===== src/rtl/imem_loader.sv =====
`timescale 1ns/1ps
// imem_loader: assembles a big-endian byte stream into 32-bit instruction
// words, writes them sequentially into a small instruction store, and holds
// the CPU idle until a complete program image has been loaded.
module imem_loader #(
  parameter int ADDR_W = 5,
  parameter int DEPTH  = 32,
  parameter int DATA_W = 32
) (
  input  logic              clk,
  input  logic              reset,
  input  logic              start,
  input  logic [ADDR_W:0]   word_count,
  input  logic [7:0]        in_byte,
  input  logic              in_valid,
  output logic              in_ready,
  input  logic [ADDR_W-1:0] rd_addr,
  output logic [DATA_W-1:0] rd_data,
  output logic              busy,
  output logic              done,
  output logic              cpu_run,
  output logic              err,
  output logic [7:0]        checksum
);

  typedef enum logic [1:0] {
    S_IDLE = 2'd0,
    S_LOAD = 2'd1,
    S_DONE = 2'd2
  } state_t;

  localparam logic [ADDR_W:0] DepthW = (ADDR_W+1)'(DEPTH);
  localparam logic [ADDR_W:0] OneW   = (ADDR_W+1)'(1);

  state_t              state_q, state_d;
  logic [ADDR_W:0]     count_q, count_d;
  logic [ADDR_W:0]     words_q, words_d;
  logic [ADDR_W-1:0]   wr_addr_q, wr_addr_d;
  logic [1:0]          byte_idx_q, byte_idx_d;
  logic [23:0]         partial_q, partial_d;
  logic [7:0]          checksum_q, checksum_d;
  logic                err_q, err_d;

  logic                mem_we;
  logic [DATA_W-1:0]   mem_wdata;
  logic                count_legal;
  logic [ADDR_W:0]     words_next;

  logic [DATA_W-1:0]   mem_q [DEPTH];

  // A start request is legal only for a word count between 1 and the store depth.
  assign count_legal = (word_count != '0) && (word_count <= DepthW);
  assign words_next  = words_q + OneW;

  // Next-state, datapath and store-write decode for the loader.
  always_comb begin
    state_d    = state_q;
    count_d    = count_q;
    words_d    = words_q;
    wr_addr_d  = wr_addr_q;
    byte_idx_d = byte_idx_q;
    partial_d  = partial_q;
    checksum_d = checksum_q;
    err_d      = err_q;
    mem_we     = 1'b0;
    mem_wdata  = {partial_q, in_byte};

    case (state_q)
      S_IDLE, S_DONE: begin
        if (start) begin
          if (count_legal) begin
            state_d    = S_LOAD;
            count_d    = word_count;
            words_d    = '0;
            wr_addr_d  = '0;
            byte_idx_d = 2'd0;
            partial_d  = '0;
            checksum_d = 8'h00;
            err_d      = 1'b0;
          end else begin
            err_d = 1'b1;
          end
        end
      end

      S_LOAD: begin
        if (in_valid) begin
          checksum_d = checksum_q ^ in_byte;
          byte_idx_d = byte_idx_q + 2'd1;
          case (byte_idx_q)
            2'd0: partial_d[23:16] = in_byte;
            2'd1: partial_d[15:8]  = in_byte;
            2'd2: partial_d[7:0]   = in_byte;
            default: begin
              mem_we    = 1'b1;
              wr_addr_d = wr_addr_q + 1'b1;
              words_d   = words_next;
              if (words_next == count_q) begin
                state_d = S_DONE;
              end
            end
          endcase
        end
      end

      default: begin
        state_d = S_IDLE;
      end
    endcase
  end

  // Control and datapath registers; the store itself is deliberately not reset.
  always_ff @(posedge clk or negedge reset) begin
    if (!reset) begin
      state_q    <= S_IDLE;
      count_q    <= '0;
      words_q    <= '0;
      wr_addr_q  <= '0;
      byte_idx_q <= 2'd0;
      partial_q  <= '0;
      checksum_q <= 8'h00;
      err_q      <= 1'b0;
    end else begin
      state_q    <= state_d;
      count_q    <= count_d;
      words_q    <= words_d;
      wr_addr_q  <= wr_addr_d;
      byte_idx_q <= byte_idx_d;
      partial_q  <= partial_d;
      checksum_q <= checksum_d;
      err_q      <= err_d;
    end
  end

  // Instruction store write port; contents survive reset.
  always_ff @(posedge clk) begin
    if (mem_we) begin
      mem_q[wr_addr_q] <= mem_wdata;
    end
  end

  assign rd_data  = mem_q[rd_addr];
  assign in_ready = (state_q == S_LOAD);
  assign busy     = (state_q == S_LOAD);
  assign done     = (state_q == S_DONE);
  assign cpu_run  = (state_q == S_DONE);
  assign err      = err_q;
  assign checksum = checksum_q;

endmodule


===== config.mk =====
export PLATFORM = sky130hd
export DESIGN_NAME = imem_loader
export DESIGN_NICKNAME = d
export VERILOG_FILES = /design/src/rtl/imem_loader.sv
export SDC_FILE = /design/constraint.sdc
export NUM_CORES = 1
export LEC_CHECK = 0
export BUFFER_PORTS_ARGS = -buffer_cell sky130_fd_sc_hd__buf_2
export CAP_MARGIN = 20
export CORE_MARGIN = 2
export CORE_UTILIZATION = 44
export CTS_CLUSTER_SIZE = 20
export DETAILED_ROUTE_END_ITERATION = 16
export GPL_ROUTABILITY_DRIVEN = 0
export PLACE_DENSITY = 0.65
export SLEW_MARGIN = 20
export SYNTH_ARGS = -nofsm -noshare
export SYNTH_HDL_FRONTEND = slang
export SYNTH_SLANG_ARGS = --single-unit
export TNS_END_PERCENT = 1

===== constraint.sdc =====
create_clock -name clk -period 3.07 [get_ports clk]
set_input_delay 0 -clock clk [delete_from_list [all_inputs] [get_ports clk]]
set_output_delay 0 -clock clk [all_outputs]
set_load 0.01 [all_outputs]

=== Word-level counts from Yosys, hierarchy flattened ===
Memories as Yosys holds them, arrays and structs flattened.
Cells that the tools add are included.
Widths: inputs -> output; s select.

* Add/sub/neg operators: 3
* Magnitude comparators: 1
* Mux-type cells: 37
* Eq/ne operators: 13
* Reductions and logical operators: 15
* Bitwise operators: 1

{| class="wikitable"
|+ Operators with widths
! kind !! number
|-
| $mux 24 || 3
|-
| $mux 8 || 6
|-
| $pmux 24 s2 || 1
|-
| $reduce_and 5->1 || 5
|-
| $mux 6 || 4
|-
| $mux 5 || 4
|-
| $mux 2 || 8
|-
| $pmux 8 s2 || 1
|-
| $pmux 6 s2 || 1
|-
| $pmux 5 s2 || 1
|-
| $ne 2x1->1 const B || 4
|-
| $ne 2x2->1 const B || 4
|-
| $pmux 2 s2 || 2
|-
| $xor 8x8->8 || 1
|-
| $add 6x1->6 const B || 1
|-
| $eq 6x6->1 || 1
|-
| $le 6x6->1 const B || 1
|-
| $mux 1 || 6
|-
| $reduce_bool 6->1 || 1
|-
| $add 5x1->5 const B || 1
|-
| $eq 2x1->1 const B || 2
|-
| $eq 2x2->1 const B || 2
|-
| $logic_not 2->1 || 2
|-
| $reduce_and 4->1 || 1
|-
| other kinds (7) || 7
|}

* Logic and storage cells: 81
* Memories: 1
* RAM bits: 1024
* Bits in registers: 54

{| class="wikitable"
|+ Memory list
! memory !! depth !! width !! read ports !! clocked after memory_dff !! write ports !! RTL line !! text
|-
| mem_q || 32 || 32 || 1 || 0 || 1 || 49 || <nowiki>logic [DATA_W-1:0] mem_q [DEPTH];</nowiki>
|}

=== Longest topological paths before layout ===
* Depth after elaboration: 7
* Gate-level depth with buffers: 7
* Depth with buffers taken out: 6

=== Worst setup path before layout ===
Ideal clock, no wire load.

* Path kind: flip-flop to flip-flop
* From: register byte_idx_q[0]
* To: memory mem_q[30][0], enable pin
* Required time: 2649 ps
* Setup time: 421 ps
* Arrival: 2722 ps
* Slack: -73 ps
* Stages on the path, launching flop included: 7
* Path buffers: 1
* Cell sequence: dfrtp_1 -> ha_1 -> nand2_1 -> nor2_1 -> clkbuf_1 -> nand2_1 -> nor2_1

* Cells in the longest elaborated chain, start to end: 7
* Elaborated cells on any way between the ends: 9
* Classes of those cells: eq/ne (2); mux (5); reduce/logical (2)

{| class="wikitable"
|+ Ends and longest elaborated chain
! element !! RTL line !! text
|-
| start, declared || 39 || <nowiki>logic [1:0] byte_idx_q, byte_idx_d;</nowiki>
|-
| start signal, assigned || 128 || <nowiki>byte_idx_q <= byte_idx_d;</nowiki>
|-
| $eq 2x2->1 (tied with other cells) || 90 || <nowiki>case (byte_idx_q)</nowiki>
|-
| $reduce_or 3->1 (no source line) (*) || n/a ||
|-
| $mux 1 (*) || 90 ||
|-
| $mux 1 (*) || 87 || <nowiki>if (in_valid) begin</nowiki>
|-
| $mux 1 (*) || 68 || <nowiki>case (state_q)</nowiki>
|-
| $mux 1 (*) || 137 || <nowiki>if (mem_we) begin</nowiki>
|-
| $mux 1 (implied by the code) (*) || 138 || <nowiki>mem_q[wr_addr_q] <= mem_wdata;</nowiki>
|-
| end, declared || 49 ||
|}

Every way passes the cells marked *; elsewhere a longest branch is shown, timed or not.

=== Worst setup path in the final report ===
* From: memory mem_q[20][2]
* To: output rd_data[2]

* Cells in the longest elaborated chain, start to end: 1

{| class="wikitable"
|+ Ends and longest elaborated chain
! element !! RTL line !! text
|-
| $mem_v2 32x32 || n/a ||
|-
| end, declared || 18 || <nowiki>output logic [DATA_W-1:0] rd_data,</nowiki>
|}

No other way between the ends.

==> results.sh <==
export IMPL_yosys_register_bits=1078
export IMPL_power_density_mw_per_mm2=722
export IMPL_sum_of_overflow_across_all_layers_after_global_routing=0
export IMPL_setup_tns_after_final_layout_ns=0
export IMPL_grt_first_pass_wirelength_mm=141
export IMPL_critical_path_max_stage_delay_ns=0.53
export IMPL_port_buffers=67
export IMPL_dieWidth_um=311
export IMPL_avgSynthCellArea_um2=23.5
export IMPL_drt_wl_total_mm=97.8
export IMPL_max_vdd_ir_drop_mv=0.478
export IMPL_ff2ff_setup_slack_ns=0.72
export IMPL_number_of_enable_flip_flop_cells_after_synthesis=1024
export IMPL_slowest_stage="sky130_fd_sc_hd__mux4_2"
export IMPL_worstPathCellList="mux4_2, mux4_2, mux2_2, buf_2"
export IMPL_layout_cell_area_non_filler_mm2=0.0478
export IMPL_finalCriticalPeriod_ns=2.58
export IMPL_vias=19500
export IMPL_finalCritPeriodShare_pct=83.9
export IMPL_final_antenna_net_count=0
export IMPL_cts_buffers_inserted=104
export IMPL_layout_drive_gt1_share_pct=34.3
export IMPL_grt_max_degree=53
export IMPL_antenna_diode_count=0
export IMPL_detail_route_iter0_violations=2249
export IMPL_postPlaceCellArea_mm2=0.0442
export IMPL_final_max_slew_viol_count=0
export IMPL_die_area_mm2=0.0967
export IMPL_count_of_distinct_cell_types_in_the_synthesized_netlist=38
export IMPL_worst_slew_pin_slew_ns=1.08
export IMPL_timing_slew_headroom_pct=27.9
export IMPL_synth_area_leader_cell="sky130_fd_sc_hd__edfxtp_1"
export IMPL_cts_root_buffer_cell="sky130_fd_sc_hd__clkbuf_16"
export IMPL_critPathLaunchType="flip-flop"
export IMPL_outcome="finished, final reports clean"
export IMPL_min_delay_path_class="in -> async"
export IMPL_tritoncts="done"
export IMPL_crit_path_max_fanout=1
export IMPL_yosysSeqAreaShare_pct=77.4
export IMPL_post_route_drc_count=0
export IMPL_final_setup_skew_ns=0.0243
export IMPL_synth_top_flop_cell="sky130_fd_sc_hd__edfxtp_1"
export IMPL_viasPerCell=5.86
export IMPL_synthToLayoutAreaGrowth_pct=15.2
export IMPL_rows=112
export IMPL_post_synth_main_area_contributors="sky130_fd_sc_hd__edfxtp_1, sky130_fd_sc_hd__mux4_2, sky130_fd_sc_hd__dfrtp_1, sky130_fd_sc_hd__mux2_2, sky130_fd_sc_hd__nand2_1"
export IMPL_switchingPower_uw=8090
export IMPL_proportion_of_total_power_due_to_net_switching_pct=23.4
export IMPL_cp_data_arrival_time_ns=2.58
export IMPL_comb_power_share_pct=7.3
export IMPL_clk_pin_slew_ns=0.06
export IMPL_power_internal_uw=26400
export IMPL_final_net_count=2006
export IMPL_starting_density_of_the_core_pct=44.4
export IMPL_synth_largest_type_area_fraction_pct=74.1
export IMPL_post_synth_instance_area_mm2=0.0415
export IMPL_grt_antenna_before_repair=0
export IMPL_most_common_cell_on_crit_path="sky130_fd_sc_hd__mux4_2"
export IMPL_p_leak_uw=0.0154
export IMPL_drt_wirelength_per_cell_um=29.5
export IMPL_syn_num_nets=1797
export IMPL_dieHeight_um=311
export IMPL_crit_path_end_kind="output port"
export IMPL_cts_htree_levels=3
export IMPL_clock_insertion_delay_worst_skew_ns=0.66
export IMPL_seq_power_share_pct=56.2
export IMPL_portion_of_total_power_attributed_to_the_clock_network_pct=36.5
export IMPL_max_cap_viol_count=0
export IMPL_pin_count=68
export IMPL_gr_usage_total_pct=20.5
export IMPL_detail_route_first_pass_iterations=7
export IMPL_worst_endpoint_required_ns=3.07
export IMPL_path_class="reg -> out"
export IMPL_cts_root_to_sink_buffers=3
export IMPL_core_area_mm2=0.0933
export IMPL_final_hold_viol_count=0
export IMPL_detailed_place_hpwl_mm=54.0
export IMPL_final_setup_viols=0
export IMPL_synthesis_instances=1765
export IMPL_ys_async_sr_fraction_pct=5.01
export IMPL_fmaxAchievable_ghz=0.388
export IMPL_rsz0062_at_grt="false"
export IMPL_clock_sinks=1078
export IMPL_yosys_synthesis_warning_count=0
export IMPL_cts_repair_resized=0
export IMPL_grt_pass1_vias=20100
## final cells by class
cell class / instances / area [um^2]
clock inverters: 54 / 503
repair buffers: 192 / 1560
inverters: 8 / 30.0
flip-flops and latches: 1078 / 32100
multi-input cells: 590 / 9130
well taps: 1254 / 1570
clock buffers: 143 / 2890
fillers: 7240 / 45600
## cell usage after synthesis, drive strengths merged, types with 8 or more instances
library cell  count
buf              48
clkbuf           41
dfrtp            54
edfxtp         1024
ha                9
inv               8
mux2             39
mux4            320
nand2            72
nand3            31
nor2             51
o21ai             9
xor2             16
## worst paths after layout
path,start,endpoint,depth (start not counted)
min in group clk,word_count[0],count_q[0]$_DFFE_PN0P_,3
max in group asynchronous,reset,partial_q[14]$_DFFE_PN0P_,3
setup / recovery,mem_q[20][2]$_DFFE_PP_,rd_data[2],4
setup reg to reg,byte_idx_q[0]$_DFFE_PN0P_,mem_q[15][14]$_DFFE_PP_,8
hold reg to reg,err$_DFFE_PN0P_,err$_DFFE_PN0P_,2
hold / removal,reset,words_q[5]$_DFFE_PN0P_,2
## layout by cell type (no fill, tap or decap), drive strengths merged, types with 2 or more instances in the layout
cell         synthesis  layout
dfrtp               54      54
nor2                51      51
a211oi               2       2
nand4                2       2
edfxtp            1024    1024
ha                   9       9
nand2               72      72
dlygate4sd3          0      21
nand3b               3       3
mux2                39      39
mux2i                2       2
a21o                 2       2
xnor2                5       5
nor2b                2       2
inv                  8      11
xor2                16      16
o21ai                9       9
and2                 2       2
clkinv               0      41
a22o                 2       2
and3                 5       5
mux4               320     320
clkbuf              41     143
nor3                 2       2
buf                 48     171
nand3               31      31
or3                  3       3
o22ai                2       2
or3b                 2       2
nand2b               2       2
bufinv               0      10
## state kept, by name, summed over array words and instances, names as in the netlist
| name | cells |
|---|---|
| mem_q | 1024 |
| partial_q | 24 |
| checksum | 8 |
| count_q | 6 |
| words_q | 6 |
| wr_addr_q | 5 |
| byte_idx_q | 2 |
| state_q | 2 |
| err | 1 |
## power by group through the flow
stage	logic [uW]	registers, uW	clock network [uW]
after floorplan	1540	19100	0
after global placement	2380	19600	0
after detailed placement	2430	19700	0
after CTS	2470	19400	12800
after global routing	2720	19600	13400
final	2510	19400	12600
## worst max-delay path: cells and delay by family, from the launching register on
| kind | cells | cell delay [ns] |
|---|---|---|
| buffers and inverters | 1 | 0.17 |
| multiplexers | 3 | 1.39 |
| flip-flops | 1 | 0.37 |
## cells by family (layout without fill, tap and decap cells)
kind of cell	Yosys count	in the layout	synth area share [%]
XOR/XNOR	21	21	0.443
multiplexers	361	361	18.5
adder cells (fa/ha/maj)	9	9	0.272
buffers and inverters	97	397	1.21
AND/OR/NAND/NOR	178	178	1.87
flip-flops	1078	1078	77.4
AO/OA/AOI/OAI	21	21	0.326
## per-layer routing
layer  vias to the layer above  part of all wire (%)  routed length, um  GRT usage (%)
li1                       7893                     -                  -              -
met1                     10500                    40              39500           29.2
met2                       946                    48              46800           32.1
met3                       153                   9.3               9080           4.49
met4                         0                   2.4               2390           5.58
met5                         -                     0                  0              0
## metrics by stage
step | instances | total power [uW] | hold slack [ns] | setup slack, ns | util [%]
global route | 3319 | 35700 | 0.0985 | 0.443 | 51.2
detailed placement | 3100 | 22200 | 0.192 | 0.708 | 47.3
floorplan | 1765 | 20600 | -0.296 | -0.0729 | -
CTS | 3318 | 34700 | 0.0180 | 0.450 | 51.2
global placement | 3100 | 21900 | 0.174 | 0.734 | 47.3
finish | 3319 | 34500 | 0.0277 | 0.494 | 51.2
## repair_timing
item                      CTS  global route
setup buffers               0             0
hold buffers               21             0
hold endpoints to repair  332             0
Power figures use the tool's default switching activity.
